===== config.mk =====
export PLATFORM = sky130hd
export DESIGN_NAME = mips_lsu
export DESIGN_NICKNAME = d
export VERILOG_FILES = /design/src/rtl/mips_pkg.sv /design/src/rtl/mips_lsu_align.sv /design/src/rtl/mips_lsu.sv
export SDC_FILE = /design/constraint.sdc
export NUM_CORES = 1
export LEC_CHECK = 0
export CORE_MARGIN = 2
export CORE_UTILIZATION = 25
export DETAILED_ROUTE_END_ITERATION = 16
export SETUP_SLACK_MARGIN = 0.3
export SYNTH_ARGS = -nofsm -noshare
export SYNTH_HDL_FRONTEND = slang
export SYNTH_SLANG_ARGS = --single-unit

===== constraint.sdc =====
create_clock -name clk -period 5.35 [get_ports clk]
set_input_delay 0.8025 -clock clk [delete_from_list [all_inputs] [get_ports clk]]
set_output_delay 0.8025 -clock clk [all_outputs]
set_load 0.02 [all_outputs]

===== src/rtl/mips_pkg.sv =====
// mips_pkg: shared memory-op encoding, LSU state encoding and op-class helpers.
// Used by the CPU decoder and by the load/store unit.
package mips_pkg;

  typedef enum logic [3:0] {
    OP_LB  = 4'd0,
    OP_LBU = 4'd1,
    OP_LH  = 4'd2,
    OP_LHU = 4'd3,
    OP_LW  = 4'd4,
    OP_LWL = 4'd5,
    OP_LWR = 4'd6,
    OP_SB  = 4'd8,
    OP_SH  = 4'd9,
    OP_SW  = 4'd10
  } mem_op_t;

  typedef enum logic [1:0] {
    LSU_IDLE = 2'd0,
    LSU_BUS  = 2'd1,
    LSU_RESP = 2'd2
  } lsu_state_t;

  function automatic logic is_load(input mem_op_t op);
    case (op)
      OP_LB, OP_LBU, OP_LH, OP_LHU, OP_LW, OP_LWL, OP_LWR: return 1'b1;
      default:                                             return 1'b0;
    endcase
  endfunction

  function automatic logic is_store(input mem_op_t op);
    case (op)
      OP_SB, OP_SH, OP_SW: return 1'b1;
      default:             return 1'b0;
    endcase
  endfunction

endpackage


===== src/rtl/mips_lsu_align.sv =====
// mips_lsu_align: combinational byte-lane steering for the load/store unit.
// Ports:
//   i_op, i_off          memory op and byte offset (addr[1:0])
//   i_wdata              store data (rt)
//   i_word, i_rt_old     bus read word and current rt (for LWL/LWR merge)
//   o_byteenable         Avalon lane enables
//   o_writedata          lane-replicated store data
//   o_load_data          extended / merged load result
//   o_misalign           access not naturally aligned for its size
module mips_lsu_align
  import mips_pkg::*;
(
  input  mem_op_t     i_op,
  input  logic [1:0]  i_off,
  input  logic [31:0] i_wdata,
  input  logic [31:0] i_word,
  input  logic [31:0] i_rt_old,
  output logic [3:0]  o_byteenable,
  output logic [31:0] o_writedata,
  output logic [31:0] o_load_data,
  output logic        o_misalign
);

  logic [4:0]  w_sh_lo;
  logic [4:0]  w_sh_hi;
  logic [31:0] w_lane;

  // w_sh_hi = 8*(3-o); for a 2-bit offset, 3-o equals ~o.
  assign w_sh_lo = {i_off, 3'b000};
  assign w_sh_hi = {~i_off, 3'b000};
  assign w_lane  = i_word >> w_sh_lo;

  always_comb begin
    o_byteenable = 4'b0000;
    o_writedata  = 32'd0;
    o_load_data  = 32'd0;
    o_misalign   = 1'b0;
    case (i_op)
      OP_LB: begin
        o_byteenable = 4'b0001 << i_off;
        o_load_data  = {{24{w_lane[7]}}, w_lane[7:0]};
      end
      OP_LBU: begin
        o_byteenable = 4'b0001 << i_off;
        o_load_data  = {24'd0, w_lane[7:0]};
      end
      OP_LH: begin
        o_byteenable = 4'b0011 << i_off;
        o_misalign   = i_off[0];
        o_load_data  = {{16{w_lane[15]}}, w_lane[15:0]};
      end
      OP_LHU: begin
        o_byteenable = 4'b0011 << i_off;
        o_misalign   = i_off[0];
        o_load_data  = {16'd0, w_lane[15:0]};
      end
      OP_LW: begin
        o_byteenable = 4'b1111;
        o_misalign   = |i_off;
        o_load_data  = i_word;
      end
      OP_LWL: begin
        o_byteenable = 4'b1111;
        o_load_data  = (i_word << w_sh_hi) | (i_rt_old & ~(32'hFFFF_FFFF << w_sh_hi));
      end
      OP_LWR: begin
        o_byteenable = 4'b1111;
        o_load_data  = w_lane | (i_rt_old & ~(32'hFFFF_FFFF >> w_sh_lo));
      end
      OP_SB: begin
        o_byteenable = 4'b0001 << i_off;
        o_writedata  = {4{i_wdata[7:0]}};
      end
      OP_SH: begin
        o_byteenable = 4'b0011 << i_off;
        o_misalign   = i_off[0];
        o_writedata  = {2{i_wdata[15:0]}};
      end
      OP_SW: begin
        o_byteenable = 4'b1111;
        o_misalign   = |i_off;
        o_writedata  = i_wdata;
      end
      default: ;
    endcase
  end

endmodule


===== src/rtl/mips_lsu.sv =====
// mips_lsu: single-outstanding load/store unit between the execute stage
// and an Avalon-MM data bus.
// Ports:
//   clk, reset                      clock, synchronous active-high reset
//   req_valid/req_ready/req_*       request from execute (op, addr, wdata, rt_old)
//   resp_valid/resp_data/resp_err   one-cycle completion pulse with result
//   address/read/write/writedata/byteenable/readdata/waitrequest  Avalon-MM master
// Parameter WAIT_LIMIT: consecutive waitrequest cycles before abort (0 = never).
//
// state | meaning
// IDLE  | ready for a request; ops/alignment checked on accept
// BUS   | Avalon strobe held until waitrequest drops or timeout
// RESP  | resp_valid pulse for one cycle
module mips_lsu
  import mips_pkg::*;
#(
  parameter int unsigned WAIT_LIMIT = 0
) (
  input  logic        clk,
  input  logic        reset,
  input  logic        req_valid,
  output logic        req_ready,
  input  logic [3:0]  req_op,
  input  logic [31:0] req_addr,
  input  logic [31:0] req_wdata,
  input  logic [31:0] req_rt_old,
  output logic        resp_valid,
  output logic [31:0] resp_data,
  output logic        resp_err,
  output logic [31:0] address,
  output logic        read,
  output logic        write,
  input  logic        waitrequest,
  output logic [31:0] writedata,
  output logic [3:0]  byteenable,
  input  logic [31:0] readdata
);

  localparam logic [31:0] LP_LIMIT = 32'(WAIT_LIMIT);

  lsu_state_t  r_state;
  mem_op_t     r_op;
  logic [1:0]  r_off;
  logic [31:0] r_rt_old;
  logic [31:0] r_wait_cnt;
  logic        r_read;
  logic        r_write;
  logic [31:0] r_address;
  logic [31:0] r_writedata;
  logic [3:0]  r_byteenable;
  logic        r_resp_valid;
  logic [31:0] r_resp_data;
  logic        r_resp_err;

  mem_op_t     w_op;
  logic [1:0]  w_off;
  logic [3:0]  w_byteenable;
  logic [31:0] w_writedata;
  logic [31:0] w_load_data;
  logic        w_misalign;
  logic        w_illegal;
  logic        w_timeout;

  // One aligner serves both directions: in IDLE it sees the incoming request
  // (checks and lane setup on accept), otherwise the latched request.
  assign w_op  = (r_state == LSU_IDLE) ? mem_op_t'(req_op) : r_op;
  assign w_off = (r_state == LSU_IDLE) ? req_addr[1:0] : r_off;

  mips_lsu_align u_align (
    .i_op         (w_op),
    .i_off        (w_off),
    .i_wdata      (req_wdata),
    .i_word       (readdata),
    .i_rt_old     (r_rt_old),
    .o_byteenable (w_byteenable),
    .o_writedata  (w_writedata),
    .o_load_data  (w_load_data),
    .o_misalign   (w_misalign)
  );

  assign w_illegal = !(is_load(w_op) || is_store(w_op));
  // Counter holds the number of waitrequest cycles already seen in this access.
  assign w_timeout = (LP_LIMIT != 32'd0) && (r_wait_cnt >= (LP_LIMIT - 32'd1));

  always_ff @(posedge clk) begin
    if (reset) begin
      r_state      <= LSU_IDLE;
      r_op         <= OP_LB;
      r_off        <= 2'd0;
      r_rt_old     <= 32'd0;
      r_wait_cnt   <= 32'd0;
      r_read       <= 1'b0;
      r_write      <= 1'b0;
      r_address    <= 32'd0;
      r_writedata  <= 32'd0;
      r_byteenable <= 4'd0;
      r_resp_valid <= 1'b0;
      r_resp_data  <= 32'd0;
      r_resp_err   <= 1'b0;
    end else begin
      case (r_state)
        LSU_IDLE: begin
          if (req_valid) begin
            r_op     <= mem_op_t'(req_op);
            r_off    <= req_addr[1:0];
            r_rt_old <= req_rt_old;
            if (w_illegal || w_misalign) begin
              r_state      <= LSU_RESP;
              r_resp_valid <= 1'b1;
              r_resp_err   <= 1'b1;
              r_resp_data  <= 32'd0;
            end else begin
              r_state      <= LSU_BUS;
              r_wait_cnt   <= 32'd0;
              r_read       <= is_load(w_op);
              r_write      <= is_store(w_op);
              r_address    <= {req_addr[31:2], 2'b00};
              r_byteenable <= w_byteenable;
              r_writedata  <= w_writedata;
            end
          end
        end
        LSU_BUS: begin
          if (!waitrequest || w_timeout) begin
            r_state      <= LSU_RESP;
            r_read       <= 1'b0;
            r_write      <= 1'b0;
            r_address    <= 32'd0;
            r_byteenable <= 4'd0;
            r_writedata  <= 32'd0;
            r_resp_valid <= 1'b1;
            r_resp_err   <= waitrequest;
            r_resp_data  <= (r_read && !waitrequest) ? w_load_data : 32'd0;
          end else if (r_wait_cnt != 32'hFFFF_FFFF) begin
            r_wait_cnt <= r_wait_cnt + 32'd1;
          end
        end
        LSU_RESP: begin
          r_state      <= LSU_IDLE;
          r_resp_valid <= 1'b0;
          r_resp_err   <= 1'b0;
          r_resp_data  <= 32'd0;
        end
        default: r_state <= LSU_IDLE;
      endcase
    end
  end

  assign req_ready  = (r_state == LSU_IDLE);
  assign read       = r_read;
  assign write      = r_write;
  assign address    = r_address;
  assign writedata  = r_writedata;
  assign byteenable = r_byteenable;
  assign resp_valid = r_resp_valid;
  assign resp_data  = r_resp_data;
  assign resp_err   = r_resp_err;

endmodule


======== After elaboration in Yosys (flattened, before gate mapping) ========
Index checks and enable logic that the tools add are counted.
word-level totals
  register bits after elaboration ......... 144
  latch bits .............................. 0
  bits in writable memories ............... 0
  memory bits (read-only) ................. 0
  bits of input ports ..................... 136
  output and inout bits ................... 105
  logic and storage cells ................. 100
  memories kept ........................... 0
operators by class
  add/subtract/negate cells ............... 0
  multiply operators ...................... 0
  div/mod/pow operators ................... 0
  magnitude comparators ................... 0
  equality and inequality tests ........... 15
  shift-type cells ........................ 6
  muxes and demuxes ....................... 40
  bitwise logic cells ..................... 7
  reduce and logical (&&, ||, !) cells .... 20
operators with widths
  operator                                           count
  two-way mux 32 bit                                 9
  one-hot mux 32 bit (7 select lines)                1
  one-hot mux 32 bit (3 select lines)                2
  one-hot mux 32 bit (2 select lines)                2
  AND 32 bit                                         2
  inverter 32 bit                                    2
  bitwise OR 32 bit                                  2
  << shifter 32 x 5 -> 32 bit                        1
  << shifter 32 x 5 -> 32 bit, first input constant  1
  >> shifter 32 x 5 -> 32 bit                        1
  >> shifter 32 x 5 -> 32 bit, first input constant  1
  two-way mux 4 bit                                  4
  == test 4 x 3 -> 1 bit, second input constant      3
  == test 4 bit, second input constant               3
  one-hot mux 4 bit (3 select lines)                 1
  two-way mux 1 bit                                  10
  OR reduction 3 bit                                 3
  == test 4 x 2 -> 1 bit, second input constant      2
  two-way mux 2 bit                                  4
  one-hot mux 4 bit (2 select lines)                 1
  AND reduction 4 bit                                2
  OR reduction 7 bit                                 1
  != test 2 bit, second input constant               3
  one-hot mux 1 bit (2 select lines)                 3
  19 further kinds                                   24

======== Longest topological paths before layout ========
  depth after elaboration ................. 11
  gate-level depth with buffers ........... 12
  depth with buffers taken out ............ 8

======== By module ========
A second synthesis with hierarchy kept.
second synthesis, totals
  cell total of the unflattened synthesis .. 825
  area, all modules ....................... 7372.1 sq um
by module, submodules not included
  module          instances  cells each  area each (sq um)  seq. area each (sq um)
  mips_lsu        1          520         5183.7             2842.7
  mips_lsu_align  1          305         2188.3             0.0

======== Worst setup path before layout ========
Ideal clock, no wire load.
  kind .................................... register to register
  start point ............................. register r_state[0]
  end point ............................... register r_resp_data[25], in the netlist resp_data[25]
  library setup time ...................... 0.117 ns
  arrival time ............................ 2.603 ns
  data required time ...................... 5.233 ns
  slack ................................... 2.630 ns
  stages on the path, launching flop included .. 10
  path buffers ............................ 2
  clock period less this slack ............ 2.720 ns
  cells stage by stage .................... dfxtp_1 -> inv_1 -> ha_1 -> buf_6 -> mux2i_1 -> buf_2 -> mux4_2 -> a222oi_1 -> nand2_1 -> a22o_1
between the ends
  longest elaborated chain between the ends .. 11
  elaborated cells between the ends (all ways) .. 46
  classes of those cells .................. 14 x eq/ne; 4 x shift; 9 x mux; 7 x bitwise; 12 x reduce/logical
RTL lines
  element                              RTL line              source
  start: declaration                   mips_lsu.sv:41        lsu_state_t r_state;
  start signal: assignment             mips_lsu.sv:87        r_state <= LSU_IDLE;
  start signal: assignment             mips_lsu.sv:108       r_state <= LSU_RESP;
  start signal: assignment             mips_lsu.sv:113       r_state <= LSU_BUS;
  logical NOT 2 bit (*)                n/a
  via req_ready                        mips_lsu.sv:22        output logic req_ready,
  two-way mux 2 bit                    mips_lsu.sv:67        assign w_off = (r_state == LSU_IDLE) ? req_addr[1:0] : r_off;
  inverter 2 bit                       mips_lsu_align.sv:30  assign w_sh_hi = {~i_off, 3'b000};
  << shifter 32 x 5 -> 32 bit          mips_lsu_align.sv:64  o_load_data = (i_word << w_sh_hi) | (i_rt_old & ~(32'hFFFF_FFFF << w_sh_hi));
  inverter 32 bit                      mips_lsu_align.sv:64
  AND 32 bit                           mips_lsu_align.sv:64
  bitwise OR 32 bit                    mips_lsu_align.sv:64
  one-hot mux 32 bit (7 select lines)  mips_lsu_align.sv:38  case (i_op)
  two-way mux 32 bit                   mips_lsu.sv:133       r_resp_data <= (r_read && !waitrequest) ? w_load_data : 32'd0;
  two-way mux 32 bit                   mips_lsu.sv:124       if (!waitrequest || w_timeout) begin
  one-hot mux 32 bit (3 select lines)  mips_lsu.sv:101       case (r_state)
  end signal: assignment               mips_lsu.sv:133
  end: declaration                     mips_lsu.sv:52        logic [31:0] r_resp_data;
The timed path passes the listed nets; every way through them passes the cells marked *. The select of a mux whose other input is x is not followed.
A chain may end at the register's enable or synchronous reset.

======== Worst setup path after layout ========
  start point ............................. register r_state[0]
  end point ............................... register r_writedata[8], in the netlist writedata[8]
between the ends
  longest elaborated chain between the ends .. 10
  elaborated cells between the ends (all ways) .. 34
  classes of those cells .................. 13 x eq/ne; 9 x mux; 12 x reduce/logical
RTL lines
  element                                                          RTL line                                         source
  logical NOT 2 bit                                                mips_lsu.sv:66, mips_lsu.sv:67, mips_lsu.sv:101
  two-way mux 4 bit                                                mips_lsu.sv:66                                   assign w_op = (r_state == LSU_IDLE) ? mem_op_t'(req_op) : r_op;
  == test 4 x 1 -> 1 bit (tied with other cells)                   mips_pkg.sv:25                                   case (op)
  OR reduction 7 bit / OR reduction 3 bit (equally long branches)  mips_pkg.sv:25, mips_pkg.sv:32
  two-way mux 1 bit (on tied branches)                             mips_pkg.sv:25, mips_pkg.sv:32
  logical OR 1 bit                                                 mips_lsu.sv:81                                   assign w_illegal = !(is_load(w_op) || is_store(w_op));
  logical NOT 1 bit                                                mips_lsu.sv:81
  logical OR 1 bit                                                 mips_lsu.sv:107                                  if (w_illegal || w_misalign) begin
  != test 2 bit (no source line)                                   n/a
  AND reduction 4 bit (no source line)                             n/a
  end signal: assignment                                           mips_lsu.sv:119                                  r_writedata <= w_writedata;
  end: declaration                                                 mips_lsu.sv:49                                   logic [31:0] r_writedata;
Several ways; a longest one is shown, not always the timed one. The select of a mux whose other input is x is not followed.

==> impl_metrics.ini <==
[sta]
hold_viol_final = 0
worstMarginPinSlew_ps = 1180
setup_ws_ps = 1600
maxSlewHeadroom_pct = 20.6
min_period_ps = 3750
period_share_pct = 70.1
drv_slew = 0
finClkSkew_ps = 9.97
max_freq_ghz = 0.266
setup_viol_count_final = 0
setup_tns_ps = 0
rsz0062_at_grt = no

[synth]
synth_flop_cell = dfxtp_1
yosys.area.top_type_share_pct = 38.4
synth_common_cells = 154 x nand2_1, 142 x dfxtp_1, 80 x a22o_1
synth-edff-count = 0
yosysWarnings = 0
synthArstFlopShare_pct = 0
synth_cell_types = 64
synth_area_um2 = 7400
synth_area_per_cell_um2 = 8.79
synth.area.top_cells = dfxtp_1 38%, a22o_1 9.5%, nand2_1 7.8%
ys_seq_area_share_pct = 38.4
syn_inst = 842
synth.most_common_cell = nand2_1
ys_seq_elements = 142
yosys.area.top_type = dfxtp_1

[critical_path]
cp.arrival_ps = 4100
end_kind = register
path_cells = inv_1, ha_2, mux2i_2, buf_4, a21oi_2, nor4_4, nand2_1, o2bb2ai_1
cp-start-kind = register
required_ps = 5700
r2r_slack_ps = 1600
critPathKind = register to register
critical-path-top-delay-family = simple AND/OR/NAND/NOR gates
worstPathMaxFanout = 43
critPathMaxStageDelay_ps = 840
path_buf_inv = 2
cpMaxStageDelayCell = nor4_4

[global_route]
globalRouteOverflowTotal = 0
grt_first_pass_wirelength_um = 42300
grt_pass1_vias = 6875
grt_max_degree = 67
antenna_found_initial = 0
grt_util_all_layers_pct = 17.8

[clock_tree]
clk_transition_reported_paths_ps = 70
cts_sinks = 142
clockRootBuffer = clkbuf_16
cts_buffers = 17
cts_max_level = 4
cts_tree = yes
hold_buffers = 0
cts_resized = 0
clkLatencyLatePin_ps = 430
post_cts_buffers = 0
cts_buffer_depth = 2

[routing]
via_per_inst = 5.13
postRouteAntennaNets = 0
wl_um = 28200
vias = 7389
drc = 0
drt_iter0_drc = 636
dr.pass1.iters = 6
wl_per_cell_um = 19.6

[place]
gp_congestion = 0.986
dp.cells = 1407
dpl.hpwl_um = 21100
post-place-ws_ps = 1390
portBuffers = 238

[floorplanning]
dieArea_um2 = 31000
rows = 62
initial_utilization_pct = 25.6
core_area_um2 = 28900
die_w_um = 176
pin_count = 241
die_h_um = 176

[pwr]
power_mw = 3.98
peakVddDrop_mv = 0.252
p_per_area_nw_per_um2 = 375
p_leak_nw = 3.98

[finish]
drive_gt1_share_pct = 7.87
n_fill_cell = 2976
insertedDiodeCount = 0
area_delta_synth_final_pct = 43.3
final_util_pct = 36.6
instances_no_fill = 1439
final_nets = 1182

[outcome]
status = complete, no violations

[flow_run]
maxCapViolations = 0

[min_path]
hp-class = register to register
==> per-stage QoR <==
step           hold slack (ps)  instance area [um^2]
3_5_place_dp               438                 10000
2_1_floorplan              434                  7400
3_3_place_gp               437                 10000
6_report                   447                 10600
5_1_grt                    467                 10600
4_1_cts                    453                 10600
==> path summary, 6_finish.rpt <==
kind | start | to | depth (start not counted)
max | r_state[0]$_SDFFE_PP0P_ | writedata[8]$_SDFFE_PP0P_ | 8
min | write$_SDFFE_PP0P_ | write$_SDFFE_PP0P_ | 1
max reg2reg | r_state[0]$_SDFFE_PP0P_ | writedata[8]$_SDFFE_PP0P_ | 8
min reg2reg | write$_SDFFE_PP0P_ | write$_SDFFE_PP0P_ | 1
==> flip-flops by register name (all words and copies together), names as in the netlist <==
signal / count
r_op: 4
writedata: 32
address: 30
byteenable: 4
resp_valid: 1
r_off: 2
read: 1
resp_err: 1
r_state: 2
r_rt_old: 32
write: 1
resp_data: 32
==> area by class of cell <==
type	instances	area [um^2]	area share, %
flip-flops and latches	142	2840	26.8
clock inverters	14	149	1.40
well taps	384	480	4.53
multi-input cells	623	4190	39.5
inverters	6	22.5	0.212
clock buffers	18	439	4.14
repair buffers	252	2480	23.4
==> metal layers <==
layer	vias to the layer above	part of all wire, %	global-route usage, %
met2	349	44	26.5
li1	3532	-	-
met4	0	3.5	7.40
met5	-	0	0
met1	3449	44	24.4
met3	59	8.1	4.65
==> logic make-up after synthesis <==
family          count (synthesis)  share of synthesized area [%]
simple gates                  289                           18.3
mux                            58                           9.78
buf+inv                        78                           5.24
other cells                     1                         0.0507
fa+ha+maj                       4                          0.677
flops                         142                           38.4
compound gates                270                           27.5
==> layout by cell type, fill, tap and decap left out, types with 8 or more instances in the layout <==
| cell type | synthesis | routed |
|---|---|---|
| o211ai_1 | 8 | 8 |
| a221oi_1 | 8 | 8 |
| nor3_1 | 9 | 9 |
| o2bb2ai_1 | 15 | 15 |
| dfxtp_1 | 142 | 142 |
| nand2b_1 | 13 | 13 |
| nand2_1 | 154 | 154 |
| mux2i_1 | 41 | 40 |
| nand3_1 | 17 | 17 |
| a222oi_1 | 9 | 9 |
| buf_4 | 8 | 14 |
| clkdlybuf4s50_1 | 0 | 237 |
| a21oi_1 | 47 | 47 |
| nor2_1 | 44 | 44 |
| a22o_1 | 80 | 80 |
| mux4_2 | 10 | 10 |
| a211oi_1 | 13 | 13 |
| clkbuf_16 | 0 | 17 |
| o21ai_0 | 24 | 24 |
| a22oi_1 | 28 | 28 |
==> report_power, final <==
group / switching [mW] / total, mW / internal [mW] / leakage [nW]
combinational: 0.913 / 1.53 / 0.618 / 2.53
clock: 0.520 / 1.19 / 0.673 / 0.295
sequential: 0.0881 / 1.25 / 1.17 / 1.16
total: 1.52 / 3.98 / 2.46 / 3.98
No activity file was read; power rests on OpenSTA's default activity.
